==> src/rtl/store_buffer_if.sv <==
// Store-buffer bus: producer store port, drain hold, load lookup,
// RAM write port and occupancy status.
interface store_buffer_if #(
    parameter int D_WIDTH = 19,
    parameter int A_WIDTH = 5,
    parameter int DEPTH   = 4
);
    localparam int CW = $clog2(DEPTH) + 1;

    logic               st_valid;
    logic [A_WIDTH-1:0] st_address;
    logic [D_WIDTH-1:0] st_data;
    logic               st_ready;
    logic               drain_hold;
    logic [A_WIDTH-1:0] ld_address;
    logic               ld_hit;
    logic [D_WIDTH-1:0] ld_data;
    logic [A_WIDTH-1:0] ram_address_write;
    logic [D_WIDTH-1:0] ram_data_write;
    logic               ram_write_enable;
    logic               empty;
    logic [CW-1:0]      count;

    modport master (
        output st_valid, st_address, st_data, drain_hold, ld_address,
        input  st_ready, ld_hit, ld_data, ram_address_write, ram_data_write,
               ram_write_enable, empty, count
    );

    modport slave (
        input  st_valid, st_address, st_data, drain_hold, ld_address,
        output st_ready, ld_hit, ld_data, ram_address_write, ram_data_write,
               ram_write_enable, empty, count
    );
endinterface

==> src/rtl/store_buffer.sv <==
// In-order store buffer: circular FIFO draining one entry per cycle to RAM,
// with combinational youngest-match load forwarding.
module store_buffer #(
    parameter int D_WIDTH = 19,
    parameter int A_WIDTH = 5,
    parameter int DEPTH   = 4
) (
    input  logic          clk,
    input  logic          reset,
    store_buffer_if.slave sb
);
    localparam int         PW   = $clog2(DEPTH);
    localparam logic [PW:0] FULL = (PW+1)'(DEPTH);

    logic [A_WIDTH-1:0] r_addr [DEPTH];
    logic [D_WIDTH-1:0] r_data [DEPTH];
    logic [DEPTH-1:0]   r_valid;
    logic [PW-1:0]      r_head;
    logic [PW-1:0]      r_tail;
    logic [PW:0]        r_count;

    logic               w_empty;
    logic               w_ready;
    logic               w_push;
    logic               w_pop;
    logic [PW-1:0]      w_idx;
    logic               w_hit;
    logic [D_WIDTH-1:0] w_ld_data;

    // Ready depends only on registered occupancy, never on a same-cycle pop.
    assign w_empty = (r_count == '0);
    assign w_ready = (r_count != FULL);
    assign w_push  = sb.st_valid && w_ready;
    assign w_pop   = !w_empty && !sb.drain_hold;

    assign sb.st_ready         = w_ready;
    assign sb.empty            = w_empty;
    assign sb.count            = r_count;
    assign sb.ram_write_enable = w_pop;
    assign sb.ram_address_write = w_empty ? '0 : r_addr[r_head];
    assign sb.ram_data_write    = w_empty ? '0 : r_data[r_head];
    assign sb.ld_hit           = w_hit;
    assign sb.ld_data          = w_ld_data;

    // Walk oldest to youngest so the last match seen is the youngest one.
    always_comb begin
        w_hit     = 1'b0;
        w_ld_data = '0;
        w_idx     = r_head;
        for (int i = 0; i < DEPTH; i++) begin
            w_idx = r_head + PW'(i);
            if (r_valid[w_idx] && (r_addr[w_idx] == sb.ld_address)) begin
                w_hit     = 1'b1;
                w_ld_data = r_data[w_idx];
            end
        end
    end

    always_ff @(posedge clk) begin
        if (reset) begin
            r_head  <= '0;
            r_tail  <= '0;
            r_count <= '0;
            r_valid <= '0;
        end else begin
            if (w_push) begin
                r_valid[r_tail] <= 1'b1;
                r_tail          <= r_tail + PW'(1);
            end
            // Push and pop never share a slot: both imply 0 < count < DEPTH.
            if (w_pop) begin
                r_valid[r_head] <= 1'b0;
                r_head          <= r_head + PW'(1);
            end
            case ({w_push, w_pop})
                2'b10:   r_count <= r_count + (PW+1)'(1);
                2'b01:   r_count <= r_count - (PW+1)'(1);
                default: r_count <= r_count;
            endcase
        end
    end

    // Payload storage needs no reset; validity is tracked separately.
    always_ff @(posedge clk) begin
        if (!reset && w_push) begin
            r_addr[r_tail] <= sb.st_address;
            r_data[r_tail] <= sb.st_data;
        end
    end
endmodule
==> src/flat_wrapper.sv <==
// flat-port wrapper written by rule: the top's interface ports become plain ports
module store_buffer_flat 
#(
    parameter int D_WIDTH = 19,
    parameter int A_WIDTH = 5,
    parameter int DEPTH   = 4
)
  (clk, reset, sb_st_valid, sb_st_address, sb_st_data, sb_drain_hold, sb_ld_address, sb_st_ready, sb_ld_hit, sb_ld_data, sb_ram_address_write, sb_ram_data_write, sb_ram_write_enable, sb_empty, sb_count);
  store_buffer_if #(.D_WIDTH(D_WIDTH), .A_WIDTH(A_WIDTH), .DEPTH(DEPTH)) sb_i ();
  input  logic clk;
  input  logic reset;
  input wire logic [$bits(sb_i.st_valid)-1:0] sb_st_valid;
  input wire logic [$bits(sb_i.st_address)-1:0] sb_st_address;
  input wire logic [$bits(sb_i.st_data)-1:0] sb_st_data;
  input wire logic [$bits(sb_i.drain_hold)-1:0] sb_drain_hold;
  input wire logic [$bits(sb_i.ld_address)-1:0] sb_ld_address;
  output wire logic [$bits(sb_i.st_ready)-1:0] sb_st_ready;
  output wire logic [$bits(sb_i.ld_hit)-1:0] sb_ld_hit;
  output wire logic [$bits(sb_i.ld_data)-1:0] sb_ld_data;
  output wire logic [$bits(sb_i.ram_address_write)-1:0] sb_ram_address_write;
  output wire logic [$bits(sb_i.ram_data_write)-1:0] sb_ram_data_write;
  output wire logic [$bits(sb_i.ram_write_enable)-1:0] sb_ram_write_enable;
  output wire logic [$bits(sb_i.empty)-1:0] sb_empty;
  output wire logic [$bits(sb_i.count)-1:0] sb_count;
  assign sb_i.st_valid = sb_st_valid;
  assign sb_i.st_address = sb_st_address;
  assign sb_i.st_data = sb_st_data;
  assign sb_i.drain_hold = sb_drain_hold;
  assign sb_i.ld_address = sb_ld_address;
  assign sb_st_ready = sb_i.st_ready;
  assign sb_ld_hit = sb_i.ld_hit;
  assign sb_ld_data = sb_i.ld_data;
  assign sb_ram_address_write = sb_i.ram_address_write;
  assign sb_ram_data_write = sb_i.ram_data_write;
  assign sb_ram_write_enable = sb_i.ram_write_enable;
  assign sb_empty = sb_i.empty;
  assign sb_count = sb_i.count;
  store_buffer #(.D_WIDTH(D_WIDTH), .A_WIDTH(A_WIDTH), .DEPTH(DEPTH)) u_core (.clk(clk), .reset(reset), .sb(sb_i));
endmodule
==> config.mk <==
export PLATFORM = sky130hd
export DESIGN_NAME = store_buffer_flat
export DESIGN_NICKNAME = d
export VERILOG_FILES = /design/src/rtl/store_buffer_if.sv /design/src/rtl/store_buffer.sv /design/src/flat_wrapper.sv
export SDC_FILE = /design/constraint.sdc
export NUM_CORES = 1
export LEC_CHECK = 0
export CAP_MARGIN = 25
export CORE_MARGIN = 5
export CORE_UTILIZATION = 25
export CTS_CLUSTER_SIZE = 8
export DETAILED_ROUTE_END_ITERATION = 10
export GPL_TIMING_DRIVEN = 0
export PLACE_DENSITY = 0.55
export SKIP_LAST_GASP = 1
export SLEW_MARGIN = 20
export SYNTH_ARGS = -nofsm -noshare
export SYNTH_HDL_FRONTEND = slang
export SYNTH_SLANG_ARGS = --single-unit
==> constraint.sdc <==
create_clock -name clk -period 3.6 [get_ports clk]
set_clock_uncertainty 0.15 [all_clocks]
set_input_delay 0.72 -clock clk [delete_from_list [all_inputs] [get_ports clk]]
set_output_delay 0.72 -clock clk [all_outputs]
set_load 0.005 [all_outputs]
Yosys cells after proc, flatten, opt, wreduce, memory -nomap -nowiden
Memory sizes are Yosys's and may differ from the RTL's. A register that Yosys moved wholly into a read port is not among the register bits.
Index checks and enable logic that the tools add are counted.
{ "totals": {"reg_bits": 11, "latch_bits": 0, "mem_bits_rw": 96, "rom_bits": 0, "output_inout_bits": 50, "memories": 2} }
{ "op_classes": {"addsub": 6, "multipliers": 0, "n_div": 0, "n_lt_le_gt_ge": 7, "n_eq_ne": 7, "shifts": 0, "mux": 32, "bitwise_logic": 3, "reduce_logical": 14} }
{ "mem_list": {"columns": ["memory", "depth", "word_bits", "read_ports", "rd_clocked_by_memory_dff", "wr", "line", "source"], "rows": [
  ["u_core.r_data", 4, 19, 4, 1, 1, "store_buffer.sv:16", "logic [D_WIDTH-1:0] r_data [DEPTH];"],
  ["u_core.r_addr", 4, 5, 4, 1, 1, "store_buffer.sv:15", "logic [A_WIDTH-1:0] r_addr [DEPTH];"]
]} }
{ "op_table": {"columns": ["operator", "n"], "rows": [
  ["$mux W19", 5],
  ["$eq A5 B5 Y1", 4],
  ["$lt A2 B3 Y1 const B", 5],
  ["$mux W1", 12],
  ["$mux W4", 3],
  ["$logic_and A1 B1 Y1", 9],
  ["$bmux W1 S2", 4],
  ["$mux W2", 4],
  ["$pmux W3 S2", 1],
  ["$mux W5", 1],
  ["$add A2 B1 Y2 const B", 2],
  ["$add A2 B2 Y2 const B", 2],
  ["$and A4 B4 Y4", 1],
  ["$demux W1 S2", 2],
  ["$ge A2 B1 Y1 const B", 2],
  ["$not A4 Y4", 1],
  ["$or A4 B4 Y4", 1],
  ["$add A3 B1 Y3 const B", 1],
  ["$logic_not A1 Y1", 3],
  ["$logic_not A3 Y1", 1],
  ["$ne A3 B3 Y1 const B", 1],
  ["$sub A3 B1 Y3 const B", 1],
  ["$eq A2 B1 Y1 const B", 1],
  ["$eq A2 B2 Y1 const B", 1],
  ["$reduce_bool A2 Y1", 1]
]} }

Depth between registers and ports, before layout
{ "depth": {"depth_word": 9, "depth_mapped": 15} }

Least setup slack after synthesis
Ideal clock, no wire load.
{ "synth_timing": {"kind": "reg-to-output", "start": "reg u_core.r_head[0]", "end": "out sb_ld_data[10]", "arrival_time_ns": 3.107, "required_time_ns": 2.730, "slack_ns": -0.377, "path_stages_with_launch": 15, "path_buffers": 8, "cell_sequence": "dfxtp_1 > buf_6 > buf_2 > buf_2 > buf_2 > buf_2 > inv_1 > ha_1 > clkbuf_1 > a211o_1 > o2111ai_1 > buf_2 > buf_4 > o22ai_2 > a31oi_1"} }
{ "synth_between": {"elab_cells_between_ends": 24, "classes_between": "3 x add/sub; 3 x eq/ne; 12 x mux; 4 x reduce/logical; 2 x memory"} }
{ "synth_lines": {"columns": ["element", "line", "source"], "rows": [
  ["start, declared", "store_buffer.sv:18", "logic [PW-1:0] r_head;"],
  ["start signal, assigned", "store_buffer.sv:73", "r_head <= r_head + PW'(1);"],
  ["$add A2 B2 Y2 (*)", "store_buffer.sv:51", "w_idx = r_head + PW'(i);"],
  ["via u_core.w_idx[0]", "store_buffer.sv:26", "logic [PW-1:0] w_idx;"],
  ["$mem_v2 Z4 W5 or $bmux W1 S2 (tied branches)", null, null],
  ["$eq A5 B5 Y1 or $mux W1 (tied branches)", "store_buffer.sv:52", "if (r_valid[w_idx] && (r_addr[w_idx] == sb.ld_address)) begin"],
  ["$logic_and A1 B1 Y1", "store_buffer.sv:52", null],
  ["$mux W19 (*)", "store_buffer.sv:52", null],
  ["end, declared", "flat_wrapper.sv:19", "output wire logic [$bits(sb_i.ld_data)-1:0] sb_ld_data;"]
]} }
Mark *: on every way through the listed nets, which the timed path passes. The rest lies on a longest branch. The select of a mux whose other input is x is not followed.

==> impl_metrics.ini <==
[status]
status = finished, violations left
violations = negative setup slack

[worst_hold_path]
hold_start = u_core.r_tail[1]$_SDFFE_PP0N_
hold_path.class = reg2reg
whs_path_depth = 2

[finish]
drive_gt1_frac = 0.337
fin_nets = 687
fin_cells = 990
antenna_cells = 0
num-fill-cells = 2615
syn2layout_area_growth_pct = 34.6
utilization = 0.339

[synthesis]
synth_flop_cell = edfxtp_1
synthArstFlopShare = 0
yosysMostFrequentCell = edfxtp_1
synthesis.area_mm2 = 0.00673
avgSynthCellArea_um2 = 12.7
seq_area_frac_synth = 0.467
synth_fp_nets = 572
yosys.area.top_type = edfxtp_1
synthTopCellsByCount = 96 x edfxtp_1, 45 x mux4_2, 42 x nand2_1
synth_top_area_frac = 0.428
ys_types = 43
synth_edf_count = 96
postSynthCellCount = 529
synth-seq-cells = 109
synth_area_leaders = edfxtp_1 43%, mux4_2 15%, mux2i_1 4.8%
yosys_warnings = 0

[placed_design]
gp_congestion = 0.804
hpwl_mm = 14.7
pre_cts_slack_ns = -1.39
port_buffers = 78
dp_cells = 953

[global_routing]
grt_pass1_wl_mm = 33.1
globalRouteOverflowTotal = 0
grt_usage = 0.142
antenna_found_initial = 0
grt_pass1_vias = 5292
grt_max_degree = 23

[run]
max_cap_viol_count = 0

[route]
drc = 0
via_per_inst = 5.11
drt-total-wl_mm = 21.6
drt_first_iter_violations = 418
ant_nets = 0
firstDrtPassIters = 7
dr_total_vias = 5055
wl_per_cell_um = 21.8

[timing]
hold_ws_ns = 0.353
fin_ws_ns = -0.242
min_period_ns = 3.84
finalCritPeriodShare = 1.07
setup_viol = 20
slew_violations = 0
fmax_mhz = 260
finalHoldViolCount = 0
max-slew-margin-rel = 0.487
tightest_slew_ns = 0.770
grt_setup_unrepaired = yes

[die]
rows = 60
die_x_um = 174
die-area_mm2 = 0.0303
io_pins = 83
start_util = 0.252
fp.coreArea_mm2 = 0.0267
fp.dieH_um = 174

[pwr]
p_per_area_mw_per_mm2 = 616
power_w = 0.00558
vdd_drop_max_uv = 291
power.leakage_nw = 2.87

[critical_path]
cp_max_fo = 6
worst_ep_arrival_time_ns = 2.97
r2r_cells = 9
cp-end-kind = output pin
required_ns = 2.73
critical_path_class = reg2out
crit_path_start_kind = register
reg2reg_from = u_core.sb.count[0]$_SDFFE_PP0P_

[cts]
clk_latency_ns = 0.36
clockBufferDepth = 2
cts_buffers = 9
cts_sinks = 109
htreeDepth = 3
cts.clk_slew.worst_paths_ns = 0.08
holdBufCountCts = 0
cts_tree = yes
root_buffer = clkbuf_16
==> metrics by stage <==
step	TNS, ns	instance area (um2)
2_1_floorplan	0	6760
3_5_place_dp	-28.20	8070
5_1_grt	-6.44	9060
6_report	-4.17	9060
4_1_cts	-5.60	9030
3_3_place_gp	-44.29	7960
==> cells by family after synthesis <==
| family | count (synthesis) | share of synthesized area |
|---|---|---|
| xor+xnor | 31 | 0.0403 |
| buf+inv | 54 | 0.0383 |
| fa+ha+maj | 10 | 0.0197 |
| flops | 109 | 0.467 |
| simple gates | 122 | 0.0872 |
| compound gates | 106 | 0.114 |
| mux | 97 | 0.233 |
==> worst max-delay path, stage by stage, from the launching register on <==
cell,delay [ns]
dfxtp_1,0.32
buf_4,0.19
mux4_2,0.56
xnor2_2,0.19
nand3_1,0.10
nand4b_1,0.28
nor2b_2,0.17
buf_6,0.12
buf_4,0.11
buf_4,0.14
nand2_2,0.07
a31oi_4,0.19
buf_2,0.15
==> registers in the layout, indices dropped and copies added (netlist names), named ones only <==
| register | flops |
|---|---|
| u_core.r_data | 76 |
| u_core.r_tail | 2 |
| u_core.r_valid | 4 |
| u_core.r_head | 2 |
| u_core.r_addr | 20 |
| u_core.sb.count | 3 |
==> what timing repair did <==
| item | 4_1_cts | 5_1_grt |
|---|---|---|
| gates resized for setup | 204 | 10 |
| cloned | 3 | 0 |
| pin swaps | 18 | 6 |
| setup buffers | 20 | 3 |
| setup endpoints to repair | 35 | 27 |
==> cell type report <==
cell class	instances	area, um2	share of cell area
Buffer	40	353	0.0390
Timing Repair Buffer	108	1050	0.116
Clock inverter	5	27.5	0.00304
Inverter	10	47.5	0.00525
Sequential cell	109	3150	0.347
Clock buffer	11	233	0.0257
Multi-Input combinational cell	366	3770	0.416
Tap cell	341	427	0.0471
==> path summary, 6_finish.rpt <==
check / endpoint / slack (ns)
worst max register to register: u_core.sb.count[2]$_SDFFE_PP0P_ / 0.80
worst max-delay path: sb_ld_data[2] / -0.24
worst min-delay path: u_core.r_tail[1]$_SDFFE_PP0N_ / 0.35
worst min register to register: u_core.r_tail[1]$_SDFFE_PP0N_ / 0.35
==> cell usage in the layout (no fill, tap or decap), types with 21 or more instances in the layout <==
master | netlist | layout
a211o_1 | 21 | 21
buf_2 | 17 | 26
clkdlybuf4s50_1 | 0 | 58
edfxtp_1 | 96 | 96
mux2i_1 | 32 | 32
mux4_2 | 45 | 45
nand2_1 | 42 | 40
nor2_1 | 28 | 27
nor2b_1 | 28 | 27
o21ai_0 | 22 | 21
xnor2_1 | 23 | 21
==> metal layers <==
layer | vias up | routed length, um | global-route usage
met5 | - | 0 | 0
met1 | 2539 | 9370 | 0.188
li1 | 2287 | - | -
met4 | 0 | 889 | 0.0719
met2 | 188 | 10300 | 0.228
met3 | 41 | 1010 | 0.0204
==> power by group <==
group | switching [W] | internal, W | total (W) | leakage (nW)
Combinational | 0.00165 | 0.00146 | 0.00311 | 1.76
Sequential | 0.0000802 | 0.00148 | 0.00156 | 0.979
Clock | 0.000444 | 0.000466 | 0.000909 | 0.131
Total | 0.00217 | 0.00341 | 0.00558 | 2.87
No activity file was read; power rests on OpenSTA's default activity.
